File: config.mk
export PLATFORM = sky130hd
export DESIGN_NAME = airi5c_fpu_issue_ctrl
export DESIGN_NICKNAME = d
export VERILOG_FILES = /design/src/rtl/airi5c_fpu_issue_ctrl.sv
export SDC_FILE = /design/constraint.sdc
export NUM_CORES = 1
export LEC_CHECK = 0
export CORE_MARGIN = 2
export CORE_UTILIZATION = 25
export CTS_CLUSTER_DIAMETER = 30
export CTS_CLUSTER_SIZE = 14
export DETAILED_ROUTE_END_ITERATION = 6
export PLACE_DENSITY = 0.54
export SLEW_MARGIN = 25
export SYNTH_ARGS = -nofsm -noshare
export SYNTH_HDL_FRONTEND = slang
export SYNTH_SLANG_ARGS = --single-unit
File: constraint.sdc
create_clock -name clk -period 3.59 [get_ports clk]
set_input_delay 0.8975 -clock clk [delete_from_list [all_inputs] [get_ports clk]]
set_output_delay 0.8975 -clock clk [all_outputs]
set_load 0.1 [all_outputs]
File: src/rtl/airi5c_fpu_issue_ctrl.sv
// airi5c_fpu_issue_ctrl: pipeline-side initiator for the airi5c FPU core.
// Accepts one OP-FP instruction at a time and decodes it into a one-hot op and a rounding mode.
// It issues a single-cycle load, waits for ready, and presents a one-cycle writeback.
// FMV.X.W / FMV.W.X complete locally. Pipeline flushes propagate to the core as kill.
// Optional: define AIRI5C_FPU_ISSUE_TIMEOUT_EN to add a BUSY watchdog bounded by TIMEOUT_CYCLES.
module airi5c_fpu_issue_ctrl #(
  parameter int unsigned TIMEOUT_CYCLES = 63
) (
  input  logic        clk,
  input  logic        n_reset,
  input  logic        req_valid,
  input  logic [31:0] instr,
  input  logic [2:0]  frm,
  input  logic [31:0] rs1_data,
  input  logic [31:0] rs2_data,
  input  logic        kill_in,
  output logic        stall,
  output logic        illegal,
  output logic        wb_valid,
  output logic [31:0] wb_data,
  output logic        wb_to_int,
  output logic [4:0]  fflags_set,
  output logic        fpu_load,
  output logic        fpu_kill,
  output logic [17:0] fpu_op,
  output logic [2:0]  fpu_rm,
  output logic [31:0] fpu_a,
  output logic [31:0] fpu_b,
  input  logic [31:0] fpu_result,
  input  logic [4:0]  fpu_flags,
  input  logic        fpu_ready,
  output logic        timeout_err
);

  // One-hot op bit positions on the core op bus.
  localparam int unsigned OpAdd   = 0;
  localparam int unsigned OpSub   = 1;
  localparam int unsigned OpMul   = 2;
  localparam int unsigned OpDiv   = 3;
  localparam int unsigned OpSqrt  = 4;
  localparam int unsigned OpSgnj  = 5;
  localparam int unsigned OpSgnjn = 6;
  localparam int unsigned OpSgnjx = 7;
  localparam int unsigned OpCvtfi = 8;
  localparam int unsigned OpCvtfu = 9;
  localparam int unsigned OpCvtif = 10;
  localparam int unsigned OpCvtuf = 11;
  localparam int unsigned OpEq    = 12;
  localparam int unsigned OpLt    = 13;
  localparam int unsigned OpLe    = 14;
  localparam int unsigned OpClass = 15;
  localparam int unsigned OpMin   = 16;
  localparam int unsigned OpMax   = 17;

  typedef enum logic [1:0] {StIdle, StIssue, StBusy, StDone} state_e;

  state_e      state_q;
  logic [17:0] op_q;
  logic [2:0]  rm_q;
  logic [31:0] a_q, b_q, data_q;
  logic [4:0]  flags_q;
  logic        to_int_q;

  logic [6:0]  opcode, funct7;
  logic [2:0]  funct3;
  logic [4:0]  rs2_fld;
  logic [17:0] dec_op;
  logic        dec_bypass, dec_uses_rm, dec_to_int, dec_rm_bad, dec_legal;
  logic [2:0]  dec_rm;
  logic        timeout;

  assign opcode  = instr[6:0];
  assign funct3  = instr[14:12];
  assign rs2_fld = instr[24:20];
  assign funct7  = instr[31:25];

  // Register fields are resolved by the pipeline, not here.
  logic unused_instr;
  assign unused_instr = ^{instr[19:15], instr[11:7]};

  // Decode the instruction word into op, rounding-mode usage and destination.
  always_comb begin
    dec_op      = '0;
    dec_bypass  = 1'b0;
    dec_uses_rm = 1'b0;
    dec_to_int  = 1'b0;
    if (opcode == 7'b1010011) begin
      case (funct7)
        7'b0000000: begin dec_op[OpAdd] = 1'b1; dec_uses_rm = 1'b1; end
        7'b0000100: begin dec_op[OpSub] = 1'b1; dec_uses_rm = 1'b1; end
        7'b0001000: begin dec_op[OpMul] = 1'b1; dec_uses_rm = 1'b1; end
        7'b0001100: begin dec_op[OpDiv] = 1'b1; dec_uses_rm = 1'b1; end
        7'b0101100: begin
          if (rs2_fld == 5'd0) begin
            dec_op[OpSqrt] = 1'b1;
            dec_uses_rm    = 1'b1;
          end
        end
        7'b0010000: begin
          case (funct3)
            3'b000:  dec_op[OpSgnj]  = 1'b1;
            3'b001:  dec_op[OpSgnjn] = 1'b1;
            3'b010:  dec_op[OpSgnjx] = 1'b1;
            default: ;
          endcase
        end
        7'b0010100: begin
          case (funct3)
            3'b000:  dec_op[OpMin] = 1'b1;
            3'b001:  dec_op[OpMax] = 1'b1;
            default: ;
          endcase
        end
        7'b1100000: begin
          dec_uses_rm = 1'b1;
          dec_to_int  = 1'b1;
          if (rs2_fld == 5'd0) dec_op[OpCvtfi] = 1'b1;
          if (rs2_fld == 5'd1) dec_op[OpCvtfu] = 1'b1;
        end
        7'b1101000: begin
          dec_uses_rm = 1'b1;
          if (rs2_fld == 5'd0) dec_op[OpCvtif] = 1'b1;
          if (rs2_fld == 5'd1) dec_op[OpCvtuf] = 1'b1;
        end
        7'b1010000: begin
          dec_to_int = 1'b1;
          case (funct3)
            3'b010:  dec_op[OpEq] = 1'b1;
            3'b001:  dec_op[OpLt] = 1'b1;
            3'b000:  dec_op[OpLe] = 1'b1;
            default: ;
          endcase
        end
        7'b1110000: begin
          dec_to_int = 1'b1;
          if (rs2_fld == 5'd0 && funct3 == 3'b001) dec_op[OpClass] = 1'b1;
          if (rs2_fld == 5'd0 && funct3 == 3'b000) dec_bypass = 1'b1;
        end
        7'b1111000: begin
          if (rs2_fld == 5'd0 && funct3 == 3'b000) dec_bypass = 1'b1;
        end
        default: ;
      endcase
    end
  end

  // funct3 = 111 selects the dynamic mode; reserved results make the instruction illegal.
  assign dec_rm     = !dec_uses_rm ? 3'b000 : (funct3 == 3'b111) ? frm : funct3;
  assign dec_rm_bad = dec_rm[2] & (dec_rm[1] | dec_rm[0]);
  assign dec_legal  = ((|dec_op) | dec_bypass) & !dec_rm_bad;

`ifdef AIRI5C_FPU_ISSUE_TIMEOUT_EN
  localparam int unsigned CntW = $clog2(TIMEOUT_CYCLES + 1);
  logic [CntW-1:0] busy_cnt_q;

  // Count BUSY cycles; restarts at zero on every entry into BUSY.
  always_ff @(posedge clk or negedge n_reset) begin
    if (!n_reset) begin
      busy_cnt_q <= '0;
    end else if (state_q != StBusy) begin
      busy_cnt_q <= '0;
    end else begin
      busy_cnt_q <= busy_cnt_q + CntW'(1);
    end
  end

  // Fires in the TIMEOUT_CYCLES-th BUSY cycle if the core has still not answered.
  assign timeout = (state_q == StBusy) & !fpu_ready & !kill_in &
                   (busy_cnt_q == CntW'(TIMEOUT_CYCLES - 1));
`else
  assign timeout = 1'b0;
  logic unused_timeout_cfg;
  assign unused_timeout_cfg = ^TIMEOUT_CYCLES;
`endif

  // Control FSM plus the operand, result and flag registers it owns.
  always_ff @(posedge clk or negedge n_reset) begin
    if (!n_reset) begin
      state_q  <= StIdle;
      op_q     <= '0;
      rm_q     <= '0;
      a_q      <= '0;
      b_q      <= '0;
      data_q   <= '0;
      flags_q  <= '0;
      to_int_q <= 1'b0;
    end else if (kill_in) begin
      state_q <= StIdle;
    end else begin
      unique case (state_q)
        StIdle: begin
          if (req_valid && dec_legal) begin
            to_int_q <= dec_to_int;
            if (dec_bypass) begin
              data_q  <= rs1_data;
              flags_q <= '0;
              state_q <= StDone;
            end else begin
              op_q    <= dec_op;
              rm_q    <= dec_rm;
              a_q     <= rs1_data;
              b_q     <= rs2_data;
              state_q <= StIssue;
            end
          end
        end
        StIssue: state_q <= StBusy;
        StBusy: begin
          if (timeout) begin
            state_q <= StIdle;
          end else if (fpu_ready) begin
            data_q  <= fpu_result;
            flags_q <= fpu_flags;
            state_q <= StDone;
          end
        end
        StDone: state_q <= StIdle;
        default: state_q <= StIdle;
      endcase
    end
  end

  // Output decode from the registered state.
  assign illegal     = (state_q == StIdle) & req_valid & !kill_in & !dec_legal;
  assign stall       = req_valid & (state_q != StDone) & !illegal & !kill_in;
  assign fpu_load    = (state_q == StIssue);
  assign fpu_op      = ((state_q == StIssue) || (state_q == StBusy)) ? op_q : '0;
  assign fpu_rm      = rm_q;
  assign fpu_a       = a_q;
  assign fpu_b       = b_q;
  assign fpu_kill    = kill_in | timeout;
  assign timeout_err = timeout;
  assign wb_valid    = (state_q == StDone) & !kill_in;
  assign wb_data     = data_q;
  assign wb_to_int   = to_int_q;
  assign fflags_set  = wb_valid ? flags_q : 5'b00000;

endmodule

==> out/qor.csv <==
metric,value,unit
core box area,23400,um^2
Hold Fails Final Rpt,0,
worst setup slack after layout,-90.2,ps
vias in the first global route,5382,
number of synthesized register bits,125,
synthesized area,5960,um^2
synth-to-layout area growth,68.0,%
violated checks,setup timing,
fin crit period,3680,ps
worst vdd ir,0.238,mV
Final Max Tran Viols,0,
maximum root-to-sink buffer count,2,
H-tree Lvls,4,
critical path arrival,2780,ps
share of layout cells above drive strength 1,49.3,%
DR WL/cell,17.0,um
"top cells by count, synth","125 x dfrtp_1, 119 x mux2_2, 30 x mux2_1",
cell taking the most area after synthesis,dfrtp_1,
cell with the most instances after synthesis,dfrtp_1,
fin crit share,103,%
leak pwr,4.91,nW
Critical Path End Type,primary output,
"Seq/Total Area, Yosys",52.5,%
status,"complete, but fails checks",
initial antenna violation count,0,
vias per cell,4.42,
DRT Wirelength,18.9,mm
total power draw,3.73,mW
number of remaining DRC errors,0,
"Cell Area, Placed",9120,um^2
maximum number of pins on one net before global-route repair,71,
FMAX,0.272,GHz
Max Cap Violations,0,
GRT overflow,0,
most area-consuming cells after synthesis,"dfrtp_1 53%, mux2_2 22%, mux2_1 5.7%",
number of enable flip-flop cells after synthesis,0,
first-pass GRT wire length,29.2,mm
"Warnings, synthesis",0,
num rows,56,
Clock Skews,8.46,ps
CP Class,in -> out,
Num CTS Buffers,17,
hold buffer count at cts,0,
via count,4935,
"Setup violations, final",1,
Worst Setup Start Kind,input port,
clock input transition at the sequential cells of the worst setup and hold paths,60,ps
ant diodes,0,
Worst EP required,2690,ps
# clock sinks,125,
Layout Utilization,42.8,%
Die Ht,158,um
DR pass1 iterations,4,
"Net Count, Synth",605,
root buffer cell,clkbuf_16,
P per Cell Area,373,nW/um^2
Skew-Pair Late Insertion Delay,410,ps
Final Cell Area,10000,um^2
Die ar.,25100,um^2
total negative slack,-90.2,ps
Layout Nets,929,
Top Ports,270,
Slew headroom,34.8,%
worst hold path class,reg -> reg,
GP Congestion,0.880,
post-synth cell types,44,
DR iter-0 viols,121,
Synth Flop Type,dfrtp_1,
Routed Antenna Nets,0,
Post-Syn Instances,460,
mean post-synth cell area,12.9,um^2
worst slew pin tran,974,ps
share of the synthesized area in the top cell type,52.5,%
CTS tree,done,
Port Buffers,258,
Placement Setup Slack,-515,ps
DPL Wire Length,14.1,mm
width of the die,158,um
ys async rst share,100,%
unrepaired setup endpoints after global routing,true,
starting density of the core,25.5,%
Overall Global Routing Usage,15.2,%
CP max FO,5,
[sequential cells by signal, summed over array words and instances (netlist names)]
signal     count
fpu_rm         3
fpu_a         32
flags_q        5
op_q          18
wb_data       32
state_q        2
wb_to_int      1
fpu_b         32
[stage by stage]
| step | hold WS, ps | std cells |
|---|---|---|
| after floorplan | 450 | 460 |
| after global placement | 464 | 1070 |
| after detailed placement | 473 | 1070 |
| after CTS | 490 | 1114 |
| after global routing | 506 | 1116 |
| final | 488 | 1116 |
[layout make-up]
type / instances / area, um^2
fillers: 2251 / 13400
flip-flops and latches: 125 / 3130
repair buffers: 326 / 2930
multi-input cells: 302 / 2870
clock buffers: 18 / 429
well taps: 319 / 399
clock inverters: 14 / 208
inverters: 12 / 45.0
[repair_timing]
action	CTS	global route
setup endpoints to repair	2	2
setup buffers	12	2
pin swaps	18	18
gates resized for setup	55	39
cloned	0	0
[layer usage]
layer	global-route usage [%]	routed length, um	up-vias
met4	5.23	398	0
met5	0	0	-
li1	-	-	2276
met3	4.46	1090	27
met1	17.8	7460	2471
met2	26.7	9990	161
[worst max-delay path, cell delays in order]
cell	delay, ps
clkbuf_2	80
or4_4	600
nor2_4	230
nor2_4	80
o2111ai_4	250
a21oi_4	110
nor4_4	320
buf_12	210
[placed cells by master (no fill, tap or decap), types with 4 or more instances in the layout]
master,instances
clkbuf_2,11
buf_6,7
nor4_4,4
o21ai_0,7
inv_1,12
nand2_1,20
mux2i_1,8
dfrtp_1,125
clkinv_4,4
clkbuf_16,17
clkdlybuf4s50_1,110
mux2_2,119
buf_12,15
buf_4,174
mux2_1,30
and2_1,24
nor3_1,6
nor2_1,22
bufinv_16,4
[logic make-up after synthesis]
family,synth area share (%)
muxes,29.5
adders and majority gates,0.840
other,0.0630
DFF,52.5
and+or+nand+nor,10.7
AOI/OAI and AO/OA,2.96
buffers and inverters,3.38
[final timing paths]
kind / depth (start not counted) / slack (ps) / endpoint / start
setup / recovery: 8 / -90 / stall / instr[24]
hold / removal: 1 / 490 / wb_data[17] / wb_data[17]
setup reg to reg: 7 / 1210 / flags_q[3] / state_q[0]
hold reg to reg: 1 / 490 / wb_data[17] / wb_data[17]
max in group asynchronous: 2 / 2180 / fpu_b[25] / n_reset
min in group asynchronous: 1 / 550 / fpu_b[17] / n_reset
[report_power, final]
group | internal (mW) | leakage [nW] | switching [mW]
registers | 1.42 | 1.71 | 0.00485
logic | 0.205 | 2.89 | 0.232
clock network | 1.18 | 0.304 | 0.696
total | 2.80 | 4.91 | 0.933
(Power assumes the default switching activity.)
